[src/rtl/alu_operand_sequencer.sv]
// alu_operand_sequencer: collects A, B and the ALU opcode from switches,
// one debounced "enter" press at a time, then captures the ALU result and
// flags for the display stage. A debounced "clear" press aborts from any state.
module alu_operand_sequencer #(
    parameter int WIDTH           = 4,
    parameter int DEBOUNCE_CYCLES = 4
) (
    input  logic             clk,
    input  logic             rst_n,
    input  logic [WIDTH-1:0] sw_data,
    input  logic             btn_enter,
    input  logic             btn_clear,
    output logic [WIDTH-1:0] A,
    output logic [WIDTH-1:0] B,
    output logic [2:0]       ALU_Code,
    input  logic [WIDTH-1:0] ALU_Result,
    input  logic [3:0]       flags,
    output logic [WIDTH-1:0] result_q,
    output logic [3:0]       flags_q,
    output logic             result_valid,
    output logic [2:0]       state_o
);

    localparam int             CW      = $clog2(DEBOUNCE_CYCLES);
    localparam logic [CW-1:0]  CNT_MAX = CW'(DEBOUNCE_CYCLES - 1);

    typedef enum logic [2:0] {
        S_A    = 3'd0,
        S_B    = 3'd1,
        S_OP   = 3'd2,
        S_EXEC = 3'd3,
        S_SHOW = 3'd4
    } state_t;

    // Button lanes: bit 0 = enter, bit 1 = clear.
    logic [1:0]    s1, s2, deb, deb_d;
    logic [CW-1:0] cnt [2];
    logic [1:0]    press;
    logic          enter_press, clear_press;

    state_t state_q, state_d;
    logic   load_a, load_b, load_code, capture, drop_valid;

    // Synchronize and debounce both buttons; a level change must hold in s2
    // for DEBOUNCE_CYCLES consecutive cycles before deb follows it.
    always_ff @(posedge clk) begin
        if (!rst_n) begin
            s1    <= '0;
            s2    <= '0;
            deb   <= '0;
            deb_d <= '0;
            for (int i = 0; i < 2; i++) cnt[i] <= '0;
        end else begin
            // NOTE: non-blocking assignments here make s1->s2->deb a real
            // shift chain; blocking ones would collapse it into one flop.
            s1    <= {btn_clear, btn_enter};
            s2    <= s1;
            deb_d <= deb;
            for (int i = 0; i < 2; i++) begin
                if (s2[i] != deb[i]) begin
                    if (cnt[i] == CNT_MAX) begin
                        deb[i] <= s2[i];
                        cnt[i] <= '0;
                    end else begin
                        cnt[i] <= cnt[i] + 1'b1;
                    end
                end else begin
                    cnt[i] <= '0;
                end
            end
        end
    end

    assign press       = deb & ~deb_d;
    assign clear_press = press[1];
    assign enter_press = press[0] & ~press[1];  // clear wins over enter

    // State register.
    always_ff @(posedge clk) begin
        if (!rst_n) state_q <= S_A;
        else        state_q <= state_d;
    end

    // Next-state and datapath-control decode.
    always_comb begin
        // NOTE: every output gets a default first so no path leaves one
        // unassigned, which would otherwise infer a latch.
        state_d    = state_q;
        load_a     = 1'b0;
        load_b     = 1'b0;
        load_code  = 1'b0;
        capture    = 1'b0;
        drop_valid = 1'b0;
        if (clear_press) begin
            state_d = S_A;
        end else begin
            case (state_q)
                S_A: if (enter_press) begin
                    load_a  = 1'b1;
                    state_d = S_B;
                end
                S_B: if (enter_press) begin
                    load_b  = 1'b1;
                    state_d = S_OP;
                end
                S_OP: if (enter_press) begin
                    load_code = 1'b1;
                    state_d   = S_EXEC;
                end
                S_EXEC: begin
                    // ALU had this full cycle to settle on the new operands.
                    capture = 1'b1;
                    state_d = S_SHOW;
                end
                S_SHOW: if (enter_press) begin
                    drop_valid = 1'b1;
                    state_d    = S_A;
                end
                default: state_d = S_A;
            endcase
        end
    end

    // Operand, opcode and result holding registers.
    always_ff @(posedge clk) begin
        if (!rst_n || clear_press) begin
            A            <= '0;
            B            <= '0;
            ALU_Code     <= '0;
            result_q     <= '0;
            flags_q      <= '0;
            result_valid <= 1'b0;
        end else begin
            if (load_a)    A        <= sw_data;
            if (load_b)    B        <= sw_data;
            if (load_code) ALU_Code <= sw_data[2:0];
            if (capture) begin
                result_q     <= ALU_Result;
                flags_q      <= flags;
                result_valid <= 1'b1;
            end else if (drop_valid) begin
                result_valid <= 1'b0;
            end
        end
    end

    assign state_o = state_q;

endmodule

[config.mk]
export PLATFORM = sky130hd
export DESIGN_NAME = alu_operand_sequencer
export DESIGN_NICKNAME = d
export VERILOG_FILES = /design/src/rtl/alu_operand_sequencer.sv
export SDC_FILE = /design/constraint.sdc
export NUM_CORES = 1
export LEC_CHECK = 0
export ABC_AREA = 1
export BUFFER_PORTS_ARGS = -buffer_cell sky130_fd_sc_hd__buf_2
export CAP_MARGIN = 20
export CELL_PAD_IN_SITES_DETAIL_PLACEMENT = 2
export CELL_PAD_IN_SITES_GLOBAL_PLACEMENT = 2
export CORE_MARGIN = 2
export CORE_UTILIZATION = 30
export CTS_CLUSTER_DIAMETER = 30
export DETAILED_ROUTE_END_ITERATION = 16
export GPL_ROUTABILITY_DRIVEN = 0
export MAX_ROUTING_LAYER = met4
export PLACE_DENSITY_LB_ADDON = 0.05
export SYNTH_ARGS = -nofsm -noshare
export SYNTH_HDL_FRONTEND = slang
export SYNTH_SLANG_ARGS = --single-unit
[constraint.sdc]
create_clock -name clk -period 2.52 [get_ports clk]
set_input_delay 0 -clock clk [delete_from_list [all_inputs] [get_ports clk]]
set_output_delay 0 -clock clk [all_outputs]
set_load 0.01 [all_outputs]
# After elaboration in Yosys (flattened, before gate mapping)
# Memories as Yosys holds them, arrays and structs flattened.
# Index checks and enable logic that the tools add are counted.
# word_totals
input_bits	16
output_inout_bits	23
ramBits	4
wordCells	93
register_bits	31
mem_count	1
# op_classes
n_reduce_logical	8
n_addsub	2
eq_ne	12
bitwise_logic	11
n_mux	47
# memory_table
memory	words	width	read_ports	rd_ports_with_merged_regs	write_ports	line_no	rtl
cnt	2	2	2	0	2	37	logic [CW-1:0] cnt [2];
# ops
operator	n
two-way mux 1 bit	36
one-hot mux 3 bit (5 select lines)	1
two-way mux 2 bit	6
two-way mux 3 bit	4
!= test 2 bit, second input constant	4
equality test 3 x 2 -> 1 bit, second input constant	2
OR 1 bit	6
adder 2 x 1 -> 2 bit, second input constant	2
equality test 2 bit, second input constant	2
AND reduction 2 bit	2
AND reduction 4 bit	1
equality test 3 x 1 -> 1 bit, second input constant	1
equality test 3 bit, second input constant	1
logical NOT 3 bit	1
bitwise AND 2 bit	1
!= test 1 bit	2
NOT 1 bit	2
NOT 2 bit	1
nonzero test 2 bit	1
OR reduction 2 bit	1
bitwise AND 1 bit	1
logical NOT 1 bit	1
logical OR 1 bit	1

# Logic depth before layout (Yosys ltp)
# Gate-level depths: netlist (run 1).
# logic_depth
word_depth	9
mapped_depth	7
ltp_nobuf	6

# Least setup slack after synthesis (run 1)
# No wires, ideal clock.
# synth_timing
path_type	reg2reg
startpoint	register state_q[1], in the netlist state_o[1]
endpoint	register flags_q[0]
period_less_slack_ns	1.090
t_required_ns	2.404
stages_incl_launch_ff	6
arrival_ns	0.974
n_path_buf	0
setup_ns	0.116
slack_ns	1.430
cell_sequence	dfxtp_1 inv_1 nor2_4 nand2_1 nor2_1 nor2_1
# synth_between
elab_chain_cells	3
# synth_lines
item	line_no	rtl
from (decl)	41	state_t state_q, state_d;
from (signal assigned)	81	else state_q <= state_d;
equality test 3 x 2 -> 1 bit	97	case (state_q)
two-way mux 1 bit	97	
two-way mux 1 bit	94	if (clear_press) begin
to (signal assigned)	139	flags_q <= flags;
to (decl)	19	output logic [3:0] flags_q,
# No other way between the ends.
# A chain may end at the register's enable or synchronous reset.

# Final worst setup path (run 1)
# layout_timing
startpoint	register deb[1]
endpoint	register flags_q[1]
# layout_between
elab_chain_cells	2
elab_cells_between_ends	3
classes_between	mux (1); bitwise (1); reduce/logical (1)
# layout_lines
item	line_no	rtl
from (decl)	36	logic [1:0] s1, s2, deb, deb_d;
from (signal, indexed assignment)	62	deb[i] <= s2[i];
bitwise AND 2 bit *	74	assign press = deb & ~deb_d;
two-way mux 1 bit or logical OR 1 bit (tied branches)	94, 126	
# Every way passes the cells marked *; elsewhere a longest branch is shown, timed or not.

==> flow_summary.yaml, run 1 <==
logic_synthesis:
  yosysTopAreaCell: "dfxtp_1"
  yosys.area_share.simple_pct: 29.1
  synth.distinct_cells: 19
  synth-compound-area-share_pct: 6.69
  syn_area_um2: 1380
  netlist_instances: 182
  synth_top_area_share_pct: 44.8
  yosys_warnings: 0
  synth_xor_xnor_area_share_pct: 0
  yosysSeqAreaShare_pct: 53.5
  synth.area.mux_share_pct: 0
  synth_top_family_by_area: "simple AND/OR/NAND/NOR gates"
  syn-mean-instance-area_um2: 7.60
  synth_fa_ha_area_share_pct: 1.81
  ys_seq_elements: 35
  synth_area_leaders: "dfxtp_1, nor2_1, edfxtp_1, nand2_1, inv_1"
cts:
  h-tree-depth: 2
  clk_path_buf_depth: 2
  clk_pin_slew_worst_paths_ns: 0.08
  clkSinkCount: 35
  worstSkewPairLatency_ns: 0.30
  cts_tree: "done"
  cts_root_buf: "clkbuf_8"
  cts_buffers: 5
final_layout:
  final_cells: 289
  n_antenna_cell: 0
  fin_area_um2: 1810
  multi_input_comb_area_um2: 536
  final_nets: 254
  layout-drive-gt1-share_pct: 21.1
  regArea_um2: 741
  fill_cells: 540
  areaGrowthSynthToFinish_pct: 30.8
critical_path:
  worstSetupPathType: "reg2reg"
  critPathRequiredTime_ns: 2.75
  end_kind: "flop"
  critPathArrivalTime_ns: 1.71
  path_max_fanout: 20
  crit_path_start_kind: "flop"
timing:
  fin_crit_ns: 1.48
  totalNegativeSetupSlack_ns: 0
  hold_violations: 0
  fmax_mhz: 677
  period_share_pct: 58.6
  slew_headroom_pct: 61.4
  fin_skew_ns: 0.00913
  drv_slew: 0
  rsz0062_at_grt: "no"
  worst_pin_slew_ns: 0.579
  setup_viol: 0
placement:
  dpl_cell_area_um2: 1620
  placed_cells_incl_taps: 271
  io_buffers: 38
  dp_hpwl_um: 2900
detailed_routing:
  first_iter_violations: 35
  drc: 0
  antenna_left: 0
  routedWlPerCell_um: 13.7
  viasPerCell: 4.64
  dr.pass1.iters: 4
  finalWirelength_um: 3970
  vias: 1340
global_routing:
  gr-usage-all-layers_pct: 18.0
  grt_pass1_wl_um: 6760
  antenna_found_initial: 0
  grt_pass1_vias: 1459
  grt_max_degree: 21
  overflow: 0
outcome:
  status: "completed"
floorplanning:
  fp.dieW_um: 71.9
  fp.coreArea_um2: 4380
  ios: 39
  rows: 24
  die-area_um2: 5170
  initial_utilization_pct: 31.6
  die_y_um: 71.9
power:
  p_per_area_nw_per_um2: 599
  leakage_nw: 0.913
  ir_drop_mv: 0.273
hold_path:
  hold_class: "in2reg"
job:
  drv_cap: 0
## power breakdown
group | total (mW) | internal (mW) | switching (mW) | leakage, nW
logic | 0.0906 | 0.0379 | 0.0527 | 0.580
registers | 0.585 | 0.577 | 0.00798 | 0.293
clock network | 0.409 | 0.192 | 0.217 | 0.0402
total | 1.08 | 0.807 | 0.277 | 0.913
## critical path, stage by stage, from the launching register on
cell and delay (ns):
dfxtp_1 0.34, nand2_1 0.12, nand2_1 0.12, inv_1 0.45
o21ai_0 0.24, nor2_1 0.15
## per-layer routing
metal,track usage (%),share of wire (%),vias up
li1,-,-,663
met1,16.6,37,648
met2,33.8,57,25
met3,5.42,4.2,4
met4,8.18,1.7,0
met5,-,0,-
## metrics by stage
step | hold WS (ns) | utilization (%) | setup slack (ns) | power (mW)
3_5_place_dp | 0.212 | 37.0 | 1.02 | 0.678
6_report | 0.0144 | 41.3 | 1.04 | 1.08
4_1_cts | 0.00708 | 41.3 | 0.989 | 1.11
5_1_grt | 0.0134 | 41.3 | 0.823 | 1.14
2_1_floorplan | 0.0976 | - | 1.43 | 0.649
3_3_place_gp | 0.190 | 37.0 | 1.15 | 0.672
## cell families after synthesis
family | Yosys count
AO/OA/AOI/OAI | 18
flip-flops | 35
adder cells (fa/ha/maj) | 2
buffers and inverters | 28
other | 1
AND/OR/NAND/NOR | 98
## cells in the mapped netlist, drive strengths merged
cell and n:
edfxtp 4, conb 1, inv 24, clkbuf 1
ha 2, nand2 32, nand3 16, nor2 50
buf 3, o211ai 1, dfxtp 31, a21oi 8
o21ai 9
## layout by cell type (no fill, tap or decap), types with 4 or more instances in the layout
| cell type | n |
|---|---|
| a21oi_1 | 8 |
| buf_2 | 38 |
| clkbuf_8 | 5 |
| conb_1 | 4 |
| dfxtp_1 | 31 |
| dlygate4sd3_1 | 10 |
| edfxtp_1 | 4 |
| inv_1 | 23 |
| nand2_1 | 32 |
| nand3_1 | 15 |
| nor2_1 | 48 |
| o21ai_0 | 9 |
## worst paths after layout
check,start,end,slack [ns],depth (start not counted)
max reg2reg,deb[1],flags_q[1],1.04,5
min reg2reg,s1[0],s2[0],0.43,2
max,deb[1],flags_q[1],1.04,5
min,rst_n,s2[0],0.01,3
## sequential cells by signal, indices dropped and copies added (netlist names)
name	count
A	4
ALU_Code	3
B	4
cnt	4
deb	2
deb_d	2
flags_q	4
result_q	4
result_valid	1
s1	2
s2	2
state_o	3
## what timing repair did
item | 4_1_cts | 5_1_grt
buffers inserted | 0 | 0
resized for setup | 0 | 0
endpoints found under the hold margin | 10 | 0
hold buffers | 10 | 0
## layout make-up
type / instances / area share, %
Multi-Input combinational cell: 122 / 29.6
Tap cell: 52 / 3.59
Inverter: 24 / 4.98
Clock inverter: 3 / 1.11
Sequential cell: 35 / 40.9
Clock buffer: 5 / 3.80
Timing Repair Buffer: 48 / 16.0
No activity file was read; power rests on OpenSTA's default activity.
==> run 2: changes to the inputs <==
--- a/config.mk
+++ b/config.mk
@@ -11,7 +11,7 @@
 export CELL_PAD_IN_SITES_DETAIL_PLACEMENT = 2
 export CELL_PAD_IN_SITES_GLOBAL_PLACEMENT = 2
 export CORE_MARGIN = 2
-export CORE_UTILIZATION = 30
+export CORE_UTILIZATION = 28
 export CTS_CLUSTER_DIAMETER = 30
 export DETAILED_ROUTE_END_ITERATION = 16
 export GPL_ROUTABILITY_DRIVEN = 0
==> constraint.sdc (replaced) <==
create_clock -name clk -period 1.5 [get_ports clk]
set_input_delay 0 -clock clk [delete_from_list [all_inputs] [get_ports clk]]
set_output_delay 0 -clock clk [all_outputs]
set_load 0.01 [all_outputs]
==> run 2 against run 1 <==
Net effect:
- worst setup slack worse by 0.83 ns
- non-clock buffer count is 2 higher
- flip-flop and latch count stayed put
- sequential share of layout area is 0.56 points lower
- design area is 1.4% higher
- die area is 6.7% higher
- clock power is 56% higher
- combinational power is 73% higher
==> flow_summary.yaml, run 2 (same netlist as run 1, synthesis figures left out) <==
final_layout:
  layout-drive-gt1-share_pct: 20.9
  areaGrowthSynthToFinish_pct: 32.6
  final_util_pct: 38.6
  final_common_cell: "nor2_1"
  final_cell_mix: "nor2_1, buf_2, nand2_1"
  n_antenna_cell: 0
  final_nets: 256
global_routing:
  overflow: 0
  grt_pass1_wl_um: 6180
  grt_pass1_vias: 1374
  grt_max_degree: 14
  antenna_found_initial: 0
  gr-usage-all-layers_pct: 15.3
timing:
  rsz0062_at_grt: "no"
  period_share_pct: 85.9
  drv_slew: 0
  hold_violations: 0
  totalNegativeSetupSlack_ns: 0
  setup_viol: 0
  fin_skew_ns: 0.00394
  fmax_mhz: 776
  fin_crit_ns: 1.29
placement:
  io_buffers: 38
  dp_hpwl_um: 2870
critical_path:
  crit_path_start_kind: "flop"
  cpPeakStageDelay_ns: 0.36
  critPathRequiredTime_ns: 1.68
  worstSetupPathType: "reg2reg"
  path_common_cell: "nor2_1"
  critical-path-slowest-cell: "dfxtp_1"
  critPathArrivalTime_ns: 1.46
  crit_chain: "inv_1 > nor2_4 > nand2_1 > nor2_1 > nor2_1"
  cp_num_buf_inv: 1
  end_kind: "flop"
  crit_family: "simple AND/OR/NAND/NOR gates"
  path_max_fanout: 10
cts:
  clkSinkCount: 35
  h-tree-depth: 2
  postCtsSetupBuffers: 0
  clk_path_buf_depth: 2
  cts_root_buf: "clkbuf_8"
  cts_buffers: 5
  clk_pin_slew_worst_paths_ns: 0.07
  worstSkewPairLatency_ns: 0.28
  cts_tree: "done"
detailed_routing:
  drc: 0
  finalWirelength_um: 3670
  vias: 1312
  wl_met2_um: 1850
  dr.pass1.iters: 4
  antenna_left: 0
  routedWlPerCell_um: 12.0
  routed.top_layer: "met4"
  first_iter_violations: 37
  viasPerCell: 4.29
  drt-met1-wl_um: 1610
  wl_met3_um: 163
floorplanning:
  ios: 39
  rows: 25
  initial_utilization_pct: 29.1
  fp.dieW_um: 74.3
  die_y_um: 74.3
  fp.coreArea_um2: 4750
  die-area_um2: 5520
power:
  p_per_area_nw_per_um2: 969
  leakage_nw: 0.922
  ir_drop_mv: 0.401
hold_path:
  hold_class: "in2reg"
outcome:
  status: "completed"
job:
  drv_cap: 0
## run 2: cell count changes in the layout (fill, tap and decap cells not counted)
cell,change
inv_2,+1
inv_1,-1
clkinv_1,+2
buf_4,+2
clkinvlp_4,-2
clkbuf_1,+1
clkinv_2,-1
## run 2: worst register-to-register path: cells and delay by family, from the launching register on
family | cells | cell delay [ns]
DFF | 1 | 0.36
buffers and inverters | 1 | 0.13
and+or+nand+nor | 4 | 0.70
## run 2: what timing repair did
item	in CTS	in global routing
setup endpoints to repair	0	2
hold buffers	10	0
resized for setup	0	1
endpoints found under the hold margin	10	0
## run 2: through the flow
| stage | std cells | cell area, um2 | setup WS (ns) | power (mW) | hold slack, ns |
|---|---|---|---|---|---|
| 2_1_floorplan | 185 | 1400 | 0.410 | 1.09 | 0.0976 |
| 3_5_place_dp | 288 | 1660 | 0.168 | 1.14 | 0.198 |
| 4_1_cts | 306 | 1840 | 0.155 | 1.81 | 0.0154 |
| 3_3_place_gp | 288 | 1660 | 0.234 | 1.13 | 0.181 |
| 5_1_grt | 306 | 1840 | 0.0433 | 1.88 | 0.0445 |
| 6_report | 306 | 1840 | 0.212 | 1.78 | 0.0168 |
## run 2: where the power goes
part	switching, mW	internal [mW]
clock	0.322	0.316
sequential	0.0135	0.970
combinational	0.0887	0.0681
## run 2: layout make-up
class	instances	area (um2)
clock buffer	6	72.6
fill	589	2920
inverter	24	90.1
clock inverter	2	7.51
tap	67	83.8
timing repair buffer	50	305
multi-input combinational	122	536
sequential	35	741
## run 2: final timing paths
kind	startpoint	to	slack (ns)	cells past startpoint
worst min register to register	s1[0]	s2[0]	0.41	2
worst max-delay path	state_o[1]	result_q[0]	0.21	5
worst min-delay path	rst_n	s2[0]	0.02	3
worst max register to register	state_o[1]	result_q[0]	0.21	5
## run 2: per-layer routing
layer | GRT usage [%] | vias to the layer above
met5 | - | -
met4 | 6.55 | 0
met3 | 3.25 | 5
met2 | 25.6 | 28
met1 | 17.7 | 613
li1 | - | 666
